--- config.mk ---
export PLATFORM = sky130hd
export DESIGN_NAME = scoreboard_clock_flat
export DESIGN_NICKNAME = d
export VERILOG_FILES = /design/src/rtl/scoreboard_clock_if.sv /design/src/rtl/scoreboard_clock.sv /design/src/flat_wrapper.sv
export SDC_FILE = /design/constraint.sdc
export NUM_CORES = 1
export LEC_CHECK = 0
export ABC_AREA = 1
export BUFFER_PORTS_ARGS = -buffer_cell sky130_fd_sc_hd__buf_4
export CAP_MARGIN = 30
export CORE_MARGIN = 5
export CORE_UTILIZATION = 63
export DETAILED_ROUTE_END_ITERATION = 12
export PLACE_DENSITY = 0.91
export SYNTH_ARGS = -nofsm -noshare
export SYNTH_HDL_FRONTEND = slang
export SYNTH_SLANG_ARGS = --single-unit
--- constraint.sdc ---
create_clock -name clk -period 25.4 [get_ports clk]
set_input_delay 3.81 -clock clk [delete_from_list [all_inputs] [get_ports clk]]
set_output_delay 3.81 -clock clk [all_outputs]
set_load 0.01 [all_outputs]
--- src/rtl/scoreboard_clock_if.sv ---
// Scoreboard clock bus: control inputs plus counter, status and segment outputs.
// The master drives the controls; the slave (the clock core) drives the displays.
interface scoreboard_clock_if;
    logic        tick;
    logic        run;
    logic        next_qtr;
    logic        possession;
    logic        view_sel;
    logic [12:0] game_secs;
    logic [6:0]  play_secs;
    logic [2:0]  quarter;
    logic [1:0]  state;
    logic        qtr_end_p;
    logic        play_exp_p;
    logic [6:0]  seg3;
    logic [6:0]  seg2;
    logic [6:0]  seg1;
    logic [6:0]  seg0;

    modport master (
        output tick, run, next_qtr, possession, view_sel,
        input  game_secs, play_secs, quarter, state, qtr_end_p, play_exp_p,
        input  seg3, seg2, seg1, seg0
    );

    modport slave (
        input  tick, run, next_qtr, possession, view_sel,
        output game_secs, play_secs, quarter, state, qtr_end_p, play_exp_p,
        output seg3, seg2, seg1, seg0
    );
endinterface

--- src/rtl/scoreboard_clock.sv ---
// Game/quarter clock with optional play clock and 4-digit 7-segment display.
// Define PLAY_CLOCK_EN to build the play clock, possession reload and play view.
module scoreboard_clock #(
    parameter int GAME_SECS    = 600,
    parameter int PLAY_SECS    = 15,
    parameter int NUM_QUARTERS = 4
) (
    input  logic              clk,
    input  logic              reset,
    scoreboard_clock_if.slave sb
);
    typedef enum logic [1:0] {
        ST_STOPPED = 2'b00,
        ST_RUNNING = 2'b01,
        ST_QTR_END = 2'b10,
        ST_FINAL   = 2'b11
    } state_t;

    state_t      state_reg, state_next;
    logic [12:0] game_reg, game_next;
    logic [2:0]  quarter_reg, quarter_next;
    logic        qtr_end_p_reg, qtr_end_p_next;
    logic        qtr_reload;
    logic        tick_run;
    logic [6:0]  play_val;
    logic        view_play;

    // Ticks only count when the pre-edge state is RUNNING.
    assign tick_run = sb.tick && (state_reg == ST_RUNNING);

    always_ff @(posedge clk or posedge reset) begin
        if (reset) begin
            state_reg     <= ST_STOPPED;
            game_reg      <= 13'(GAME_SECS);
            quarter_reg   <= 3'd1;
            qtr_end_p_reg <= 1'b0;
        end else begin
            state_reg     <= state_next;
            game_reg      <= game_next;
            quarter_reg   <= quarter_next;
            qtr_end_p_reg <= qtr_end_p_next;
        end
    end

    always_comb begin
        state_next     = state_reg;
        game_next      = game_reg;
        quarter_next   = quarter_reg;
        qtr_end_p_next = 1'b0;
        qtr_reload     = 1'b0;
        case (state_reg)
            ST_STOPPED: begin
                if (sb.run) state_next = ST_RUNNING;
            end
            ST_RUNNING: begin
                if (!sb.run) state_next = ST_STOPPED;
                // Expiry outranks a simultaneous stop request.
                if (tick_run && game_reg != 13'd0) begin
                    game_next = game_reg - 13'd1;
                    if (game_reg == 13'd1) begin
                        state_next     = ST_QTR_END;
                        qtr_end_p_next = 1'b1;
                    end
                end
            end
            ST_QTR_END: begin
                if (sb.next_qtr) begin
                    if (quarter_reg < 3'(NUM_QUARTERS)) begin
                        quarter_next = quarter_reg + 3'd1;
                        game_next    = 13'(GAME_SECS);
                        state_next   = ST_STOPPED;
                        qtr_reload   = 1'b1;
                    end else begin
                        state_next = ST_FINAL;
                    end
                end
            end
            default: ;
        endcase
    end

`ifdef PLAY_CLOCK_EN
    logic [6:0] play_reg, play_next;
    logic       play_exp_p_reg, play_exp_p_next;
    logic       poss_prev_reg;
    logic       poss_rise;

    assign poss_rise = sb.possession && !poss_prev_reg;

    always_ff @(posedge clk or posedge reset) begin
        if (reset) begin
            play_reg       <= 7'(PLAY_SECS);
            play_exp_p_reg <= 1'b0;
            poss_prev_reg  <= 1'b0;
        end else begin
            play_reg       <= play_next;
            play_exp_p_reg <= play_exp_p_next;
            poss_prev_reg  <= sb.possession;
        end
    end

    // A reload beats a same-cycle decrement and so also hides its expiry pulse.
    always_comb begin
        play_next       = play_reg;
        play_exp_p_next = 1'b0;
        if (state_reg != ST_FINAL && (poss_rise || qtr_reload)) begin
            play_next = 7'(PLAY_SECS);
        end else if (tick_run && play_reg != 7'd0) begin
            play_next       = play_reg - 7'd1;
            play_exp_p_next = (play_reg == 7'd1);
        end
    end

    assign play_val      = play_reg;
    assign view_play     = sb.view_sel;
    assign sb.play_exp_p = play_exp_p_reg;
`else
    logic unused_play;
    assign unused_play   = &{1'b0, sb.possession, sb.view_sel, tick_run, qtr_reload};
    assign play_val      = 7'd0;
    assign view_play     = 1'b0;
    assign sb.play_exp_p = 1'b0;
`endif

    assign sb.play_secs = play_val;
    assign sb.game_secs = game_reg;
    assign sb.quarter   = quarter_reg;
    assign sb.state     = state_reg;
    assign sb.qtr_end_p = qtr_end_p_reg;

    function automatic logic [6:0] seg_decode(input logic [3:0] d);
        case (d)
            4'd0:    seg_decode = 7'b1000000;
            4'd1:    seg_decode = 7'b1111001;
            4'd2:    seg_decode = 7'b0100100;
            4'd3:    seg_decode = 7'b0110000;
            4'd4:    seg_decode = 7'b0011001;
            4'd5:    seg_decode = 7'b0010010;
            4'd6:    seg_decode = 7'b0000010;
            4'd7:    seg_decode = 7'b1111000;
            4'd8:    seg_decode = 7'b0000000;
            4'd9:    seg_decode = 7'b0011000;
            default: seg_decode = 7'b1111111;
        endcase
    endfunction

    logic [6:0] minutes;
    logic [5:0] seconds;
    logic [3:0] digit [4];
    logic [3:0] blank_mask;
    logic [6:0] seg_arr [4];

    always_comb begin
        minutes = 7'(game_reg / 13'd60);
        seconds = 6'(game_reg - 13'(minutes) * 13'd60);
        if (view_play) begin
            digit[3]   = 4'd0;
            digit[2]   = 4'd0;
            digit[1]   = 4'(play_val / 7'd10);
            digit[0]   = 4'(play_val % 7'd10);
            blank_mask = 4'b1100;
        end else begin
            digit[3]   = 4'(minutes / 7'd10);
            digit[2]   = 4'(minutes % 7'd10);
            digit[1]   = 4'(seconds / 6'd10);
            digit[0]   = 4'(seconds % 6'd10);
            blank_mask = 4'b0000;
        end
    end

    for (genvar gi = 0; gi < 4; gi++) begin : g_seg
        assign seg_arr[gi] = blank_mask[gi] ? 7'b1111111 : seg_decode(digit[gi]);
    end

    assign sb.seg3 = seg_arr[3];
    assign sb.seg2 = seg_arr[2];
    assign sb.seg1 = seg_arr[1];
    assign sb.seg0 = seg_arr[0];
endmodule
--- src/flat_wrapper.sv ---
// flat-port wrapper written by rule: the top's interface ports become plain ports
module scoreboard_clock_flat 
#(
    parameter int GAME_SECS    = 600,
    parameter int PLAY_SECS    = 15,
    parameter int NUM_QUARTERS = 4
)
  (clk, reset, sb_tick, sb_run, sb_next_qtr, sb_possession, sb_view_sel, sb_game_secs, sb_play_secs, sb_quarter, sb_state, sb_qtr_end_p, sb_play_exp_p, sb_seg3, sb_seg2, sb_seg1, sb_seg0);
  scoreboard_clock_if sb_i ();
  input  logic clk;
  input  logic reset;
  input wire logic [$bits(sb_i.tick)-1:0] sb_tick;
  input wire logic [$bits(sb_i.run)-1:0] sb_run;
  input wire logic [$bits(sb_i.next_qtr)-1:0] sb_next_qtr;
  input wire logic [$bits(sb_i.possession)-1:0] sb_possession;
  input wire logic [$bits(sb_i.view_sel)-1:0] sb_view_sel;
  output wire logic [$bits(sb_i.game_secs)-1:0] sb_game_secs;
  output wire logic [$bits(sb_i.play_secs)-1:0] sb_play_secs;
  output wire logic [$bits(sb_i.quarter)-1:0] sb_quarter;
  output wire logic [$bits(sb_i.state)-1:0] sb_state;
  output wire logic [$bits(sb_i.qtr_end_p)-1:0] sb_qtr_end_p;
  output wire logic [$bits(sb_i.play_exp_p)-1:0] sb_play_exp_p;
  output wire logic [$bits(sb_i.seg3)-1:0] sb_seg3;
  output wire logic [$bits(sb_i.seg2)-1:0] sb_seg2;
  output wire logic [$bits(sb_i.seg1)-1:0] sb_seg1;
  output wire logic [$bits(sb_i.seg0)-1:0] sb_seg0;
  assign sb_i.tick = sb_tick;
  assign sb_i.run = sb_run;
  assign sb_i.next_qtr = sb_next_qtr;
  assign sb_i.possession = sb_possession;
  assign sb_i.view_sel = sb_view_sel;
  assign sb_game_secs = sb_i.game_secs;
  assign sb_play_secs = sb_i.play_secs;
  assign sb_quarter = sb_i.quarter;
  assign sb_state = sb_i.state;
  assign sb_qtr_end_p = sb_i.qtr_end_p;
  assign sb_play_exp_p = sb_i.play_exp_p;
  assign sb_seg3 = sb_i.seg3;
  assign sb_seg2 = sb_i.seg2;
  assign sb_seg1 = sb_i.seg1;
  assign sb_seg0 = sb_i.seg0;
  scoreboard_clock #(.GAME_SECS(GAME_SECS), .PLAY_SECS(PLAY_SECS), .NUM_QUARTERS(NUM_QUARTERS)) u_core (.clk(clk), .reset(reset), .sb(sb_i));
endmodule
[Word level (Yosys, flattened, before mapping)]
Memories as Yosys holds them, arrays and structs flattened.
Cells that the tools add are included.
Storage, ports and cells
  flip-flop bits (word level): 19
  output and inout bits: 55
  memories kept: 4
  memory bits (read-only): 448
  bits of input ports: 7
  logic and storage cells: 48
Cells by class
  add/sub/neg operators: 3
  muxes and demuxes: 14
  eq/ne operators: 7
  order comparisons: 1
  div/mod/pow operators: 5
  $mul: 1
  reductions and logical operators: 9
Memory list
  (name not given): words 16, bits a word 7, read ports 1, clocked after memory_dff 0, write ports 0, line scoreboard_clock.sv:132  | case (d)
  (name not given): words 16, bits a word 7, read ports 1, clocked after memory_dff 0, write ports 0, line scoreboard_clock.sv:132
  (name not given): words 16, bits a word 7, read ports 1, clocked after memory_dff 0, write ports 0, line scoreboard_clock.sv:132
  (name not given): words 16, bits a word 7, read ports 1, clocked after memory_dff 0, write ports 0, line scoreboard_clock.sv:132
Operators with widths (count)
  two-way mux 13 bit: 3
  one-hot mux 13 bit (2 select lines): 1
  divider 13 x 6 -> 13 bit, second input constant: 1
  == test 13 x 1 -> 1 bit, second input constant: 1
  nonzero test 13 bit: 1
  subtractor 13 x 1 -> 13 bit, second input constant: 1
  two-way mux 2 bit: 6
  divider 7 x 4 -> 7 bit, second input constant: 1
  modulo 7 x 4 -> 7 bit, second input constant: 1
  multiplier 7 x 4 -> 4 bit, second input constant: 1
  divider 6 x 4 -> 6 bit, second input constant: 1
  modulo 6 x 4 -> 6 bit, second input constant: 1
  != test 2 bit, second input constant: 3
  one-hot mux 2 bit (3 select lines): 1
  AND reduction 3 bit: 2
  subtractor 6 bit: 1
  AND reduction 4 bit: 1
  adder 3 x 1 -> 3 bit, second input constant: 1
  less-than comparator 3 bit, second input constant: 1
  two-way mux 1 bit: 3
  nonzero test 3 bit: 1
  == test 2 x 1 -> 1 bit, second input constant: 1
  == test 2 bit, second input constant: 1
  logical AND 1 bit: 2
  other kinds (3): 3

[Depth between registers and ports, before layout]
  word-level depth: 5
  depth in mapped cells: 62
  depth with buffers taken out: 62

[Least setup slack after synthesis]
No wires, ideal clock.
  path type: register to output
  from: register u_core.game_reg[9], in the netlist u_core.sb.game_secs[9]
  to: output port sb_seg0[3]
  arrival: 6.909 ns
  setup slack: 14.681 ns
  path buffers: 0
  cell stages (with the launch flop): 56
  required time: 21.590 ns
  cells stage by stage: dfstp_2 > inv_2 > nor2_1 > nand2_2 > nand2_4 > nand2_2 > nand4_2 > nand2_4 > nand2_2 > nand3_4 > o21bai_4 > nand2_2 > nand3_4 > o21bai_4 > nand2_2 > nand2_2 > nor2_4 > nand2_4 > (+20 left out) > inv_2 > nand2_4 > nand2_2 > o21ai_2 > nand2_2 > nand2_2 > nand3b_2 > nand2_4 > inv_2 > nand2_2 > nand2_2 > nand2_4 > nand2_1 > nand2_2 > ha_1 > nand3b_1 > nand3_1 > nand2_1
On the way
  longest elaborated chain between the ends: 5
Ends and longest elaborated chain
  start: declaration: line scoreboard_clock.sv:20  | logic [12:0] game_reg, game_next;
  start signal: assignment: line scoreboard_clock.sv:34  | game_reg <= 13'(GAME_SECS);
  start signal: assignment: line scoreboard_clock.sv:39  | game_reg <= game_next;
  divider 13 x 6 -> 13 bit: line scoreboard_clock.sv:154  | minutes = 7'(game_reg / 13'd60);
  multiplier 7 x 4 -> 4 bit: line scoreboard_clock.sv:155  | seconds = 6'(game_reg - 13'(minutes) * 13'd60);
  subtractor 6 bit: line scoreboard_clock.sv:155
  modulo 6 x 4 -> 6 bit: line scoreboard_clock.sv:166  | digit[0] = 4'(seconds % 6'd10);
  memory (16 x 7 bit)
  end: declaration: line flat_wrapper.sv:26  | output wire logic [$bits(sb_i.seg0)-1:0] sb_seg0;
Every way passes these cells.

[Worst setup path after layout]
  from: register u_core.game_reg[9], in the netlist u_core.sb.game_secs[9]
  to: output port sb_seg0[0]
The elaborated chain is that of the path after synthesis.

==> impl_metrics.csv <==
group,metric,value,unit
setup_path,criticalPathCategory,"reg2out",
run,timing.max_cap.violations,0,
setup_path,slowest_stage,"dfstp_2",
outcome,outcome,"completed",
synthesis,yosysSeqAreaShare,13.2,%
clocking,cts_made_buffers,3,
setup_path,worstPathArrival,8.22,ns
setup_path,max_stage_delay,0.59,ns
setup_path,r2r_cells,18,
timing,setup_viol,0,
clocking,postCtsHoldBufs,0,
setup_path,cp-endpoint,"sb_seg0[0]",
clocking,cts-resized-gates,0,
timing,worst_pin_slew,0.713,ns
setup_path,critical_path_peak_fanout,8,
floorplan,initial_utilization,65.4,%
clocking,clock_latency,0.25,ns
placement,portBuffers,51,
drt,drtPass1Iterations,5,
floorplan,die_w,86.1,um
synthesis,yosysWarnings,0,
synthesis,synth-adder-area-share,15.3,%
floorplan,die_h,86.1,um
timing,hold_viol_final,0,
synthesis,synth_cells,540,
global_routing,grt_pass1_vias,3465,
timing,finClkSkew,0.00232,ns
timing,setup_slack,13.37,ns
global_routing,antenna_found_initial,0,
placement,dp_hpwl,6530,um
synthesis,synth_top_family_by_area,"simple AND/OR/NAND/NOR gates",
drt,drc_errors,0,
finish,antenna-diode-count,0,
drt,wl_per_cell,11.6,um
floorplan,core_area,5570,um^2
finish,layout.nets,642,
clocking,clockRootBuffer,"clkbuf_8",
setup_path,r2r_start,"u_core.sb.game_secs[6]",
global_routing,grt_max_degree,20,
setup_path,critPathLaunch,"u_core.sb.game_secs[9]",
global_routing,grt_pass1_wl,14100,um
synthesis,ys_top_cells_by_area,"ha_1 15%, nand2_1 12%, dfrtp_1 9.6%, inv_1 8.0%, nand2_2 7.7%",
placement,gp_congestion,0.837,
drt,wl,7710,um
hold_path,hp-class,"reg2reg",
synthesis,ys_seq_elements,19,
timing,report.final.slew_viol_count,0,
synthesis,synth_xor_area_share,2.13,%
finish,final_common_cell,"nand2_1",
timing,rsz0062_at_grt,"false",
clocking,cts_setup_buffers,0,
timing,period_share,47.4,%
clocking,cts_tree,"built",
timing,slew_headroom,52.4,%
synthesis,yosys.area.top_type,"ha_1",
synthesis,syn_area,3640,um^2
timing,finalSetupTns,0,ns
finish,largest_reg_flops,13,
floorplan,design.die.area,7400,um^2
finish,synthToLayoutAreaGrowth,12.0,%
drt,drtAntennaViolNets,0,
drt,drt_iter0_drc,132,
synthesis,synthMuxAreaShare,0.309,%
finish,finalInstanceArea,4080,um^2
synthesis,synth_area_per_cell,6.75,um^2
timing,max_freq,83.1,MHz
setup_path,reg2reg_to,"u_core.sb.game_secs[11]",
finish,layout_common_cells,"113 x nand2_1, 78 x inv_1, 51 x buf_4",
drt,viasPerCell,5.29,
timing,fin_crit,12.03,ns
global_routing,track_usage,21.7,%
synthesis,synthSimpleGateAreaFrac,43.8,%
drt,num_vias,3504,
placement,dp_cells,658,
placement,post_dp_cell_area,4040,um^2
setup_path,end_kind,"primary output",
synthesis,ys_types,46,
floorplan,ios,62,
clocking,numClockSinks,19,
finish,fin_cells,662,
setup_path,rrSetupSlack,22.50,ns
synthesis,synth_compound_area_share,12.4,%
clocking,htree_levels,1,
setup_path,start_kind,"flip-flop",
floorplan,num_rows,27,
clocking,cts_buffer_depth,2,
finish,drive_above_1_share,28.5,%
global_routing,grt-ovfl-total,0,
clocking,clk_pin_slew,0.07,ns
setup_path,crit_top_cell,"nand2_2",
placement,pre_cts_slack,13.62,ns
synthesis,synth_top_area_share,14.8,%
setup_path,cp_data_required_time,21.59,ns
==> worst min-delay path by stage <==
stage / startpoint / end / slack (ns) / depth (start not counted)
after global routing: u_core.sb.quarter[0] / u_core.sb.quarter[0] / 0.53 / 1
after CTS: u_core.sb.quarter[0] / u_core.sb.quarter[0] / 0.51 / 1
after global placement: u_core.sb.quarter[2] / u_core.sb.quarter[2] / 0.49 / 2
after detailed placement: u_core.sb.quarter[0] / u_core.sb.quarter[0] / 0.50 / 1
after floorplan: u_core.sb.quarter[0] / u_core.sb.quarter[0] / 0.50 / 1
final: u_core.sb.quarter[0] / u_core.sb.quarter[0] / 0.51 / 1
==> critical path: cells and delay by family, from the launching register on <==
| kind | cells | cell delay (ns) |
|---|---|---|
| xor+xnor | 1 | 0.18 |
| flops | 1 | 0.59 |
| compound gates | 8 | 1.63 |
| buf+inv | 7 | 0.60 |
| simple gates | 35 | 3.54 |
| fa+ha+maj | 5 | 1.40 |
==> area by class of cell <==
| cell class | instances | area (um^2) |
|---|---|---|
| repair buffers | 51 | 383 |
| multi-input cells | 421 | 2730 |
| clock buffers | 4 | 45.0 |
| well taps | 72 | 90.1 |
| inverters | 95 | 357 |
| fillers | 458 | 1490 |
| flip-flops and latches | 19 | 482 |
==> cell families after synthesis <==
kind of cell,count (synthesis)
xor+xnor,8
other cells,1
fa+ha+maj,44
flops,19
mux,1
buf+inv,107
compound gates,71
simple gates,289
==> synthesized netlist by cell type (all sizes together) <==
cell / number
conb: 1
dfstp: 5
xor2: 5
nand3: 60
o22ai: 2
nand2: 171
ha: 43
fa: 1
nand3b: 7
a31oi: 2
clkinv: 2
nor3: 4
o41ai: 1
o21ai: 40
clkbuf: 1
mux2: 1
buf: 11
o211ai: 1
a21oi: 20
xnor2: 3
nor2: 36
a211oi: 1
nand4: 11
dfrtp: 14
inv: 93
o21bai: 4
==> layer usage <==
layer	track usage (%)	vias to the layer above	wire length, um
li1	-	1814	-
met1	24.6	1614	3140
met2	42.7	68	4230
met3	2.40	8	285
met4	5.04	0	55
met5	0	-	0
==> through the flow <==
| stage | hold WS (ns) | utilization [%] |
|---|---|---|
| finish | 0.507 | 73.2 |
| global route | 0.529 | 73.2 |
| CTS | 0.512 | 73.2 |
| detailed placement | 0.502 | 72.4 |
| global placement | 0.494 | 72.4 |
| floorplan | 0.502 | - |
Power is not shown: default switching activity piles up to over one toggle a cycle in this logic, so the estimate is an artifact.
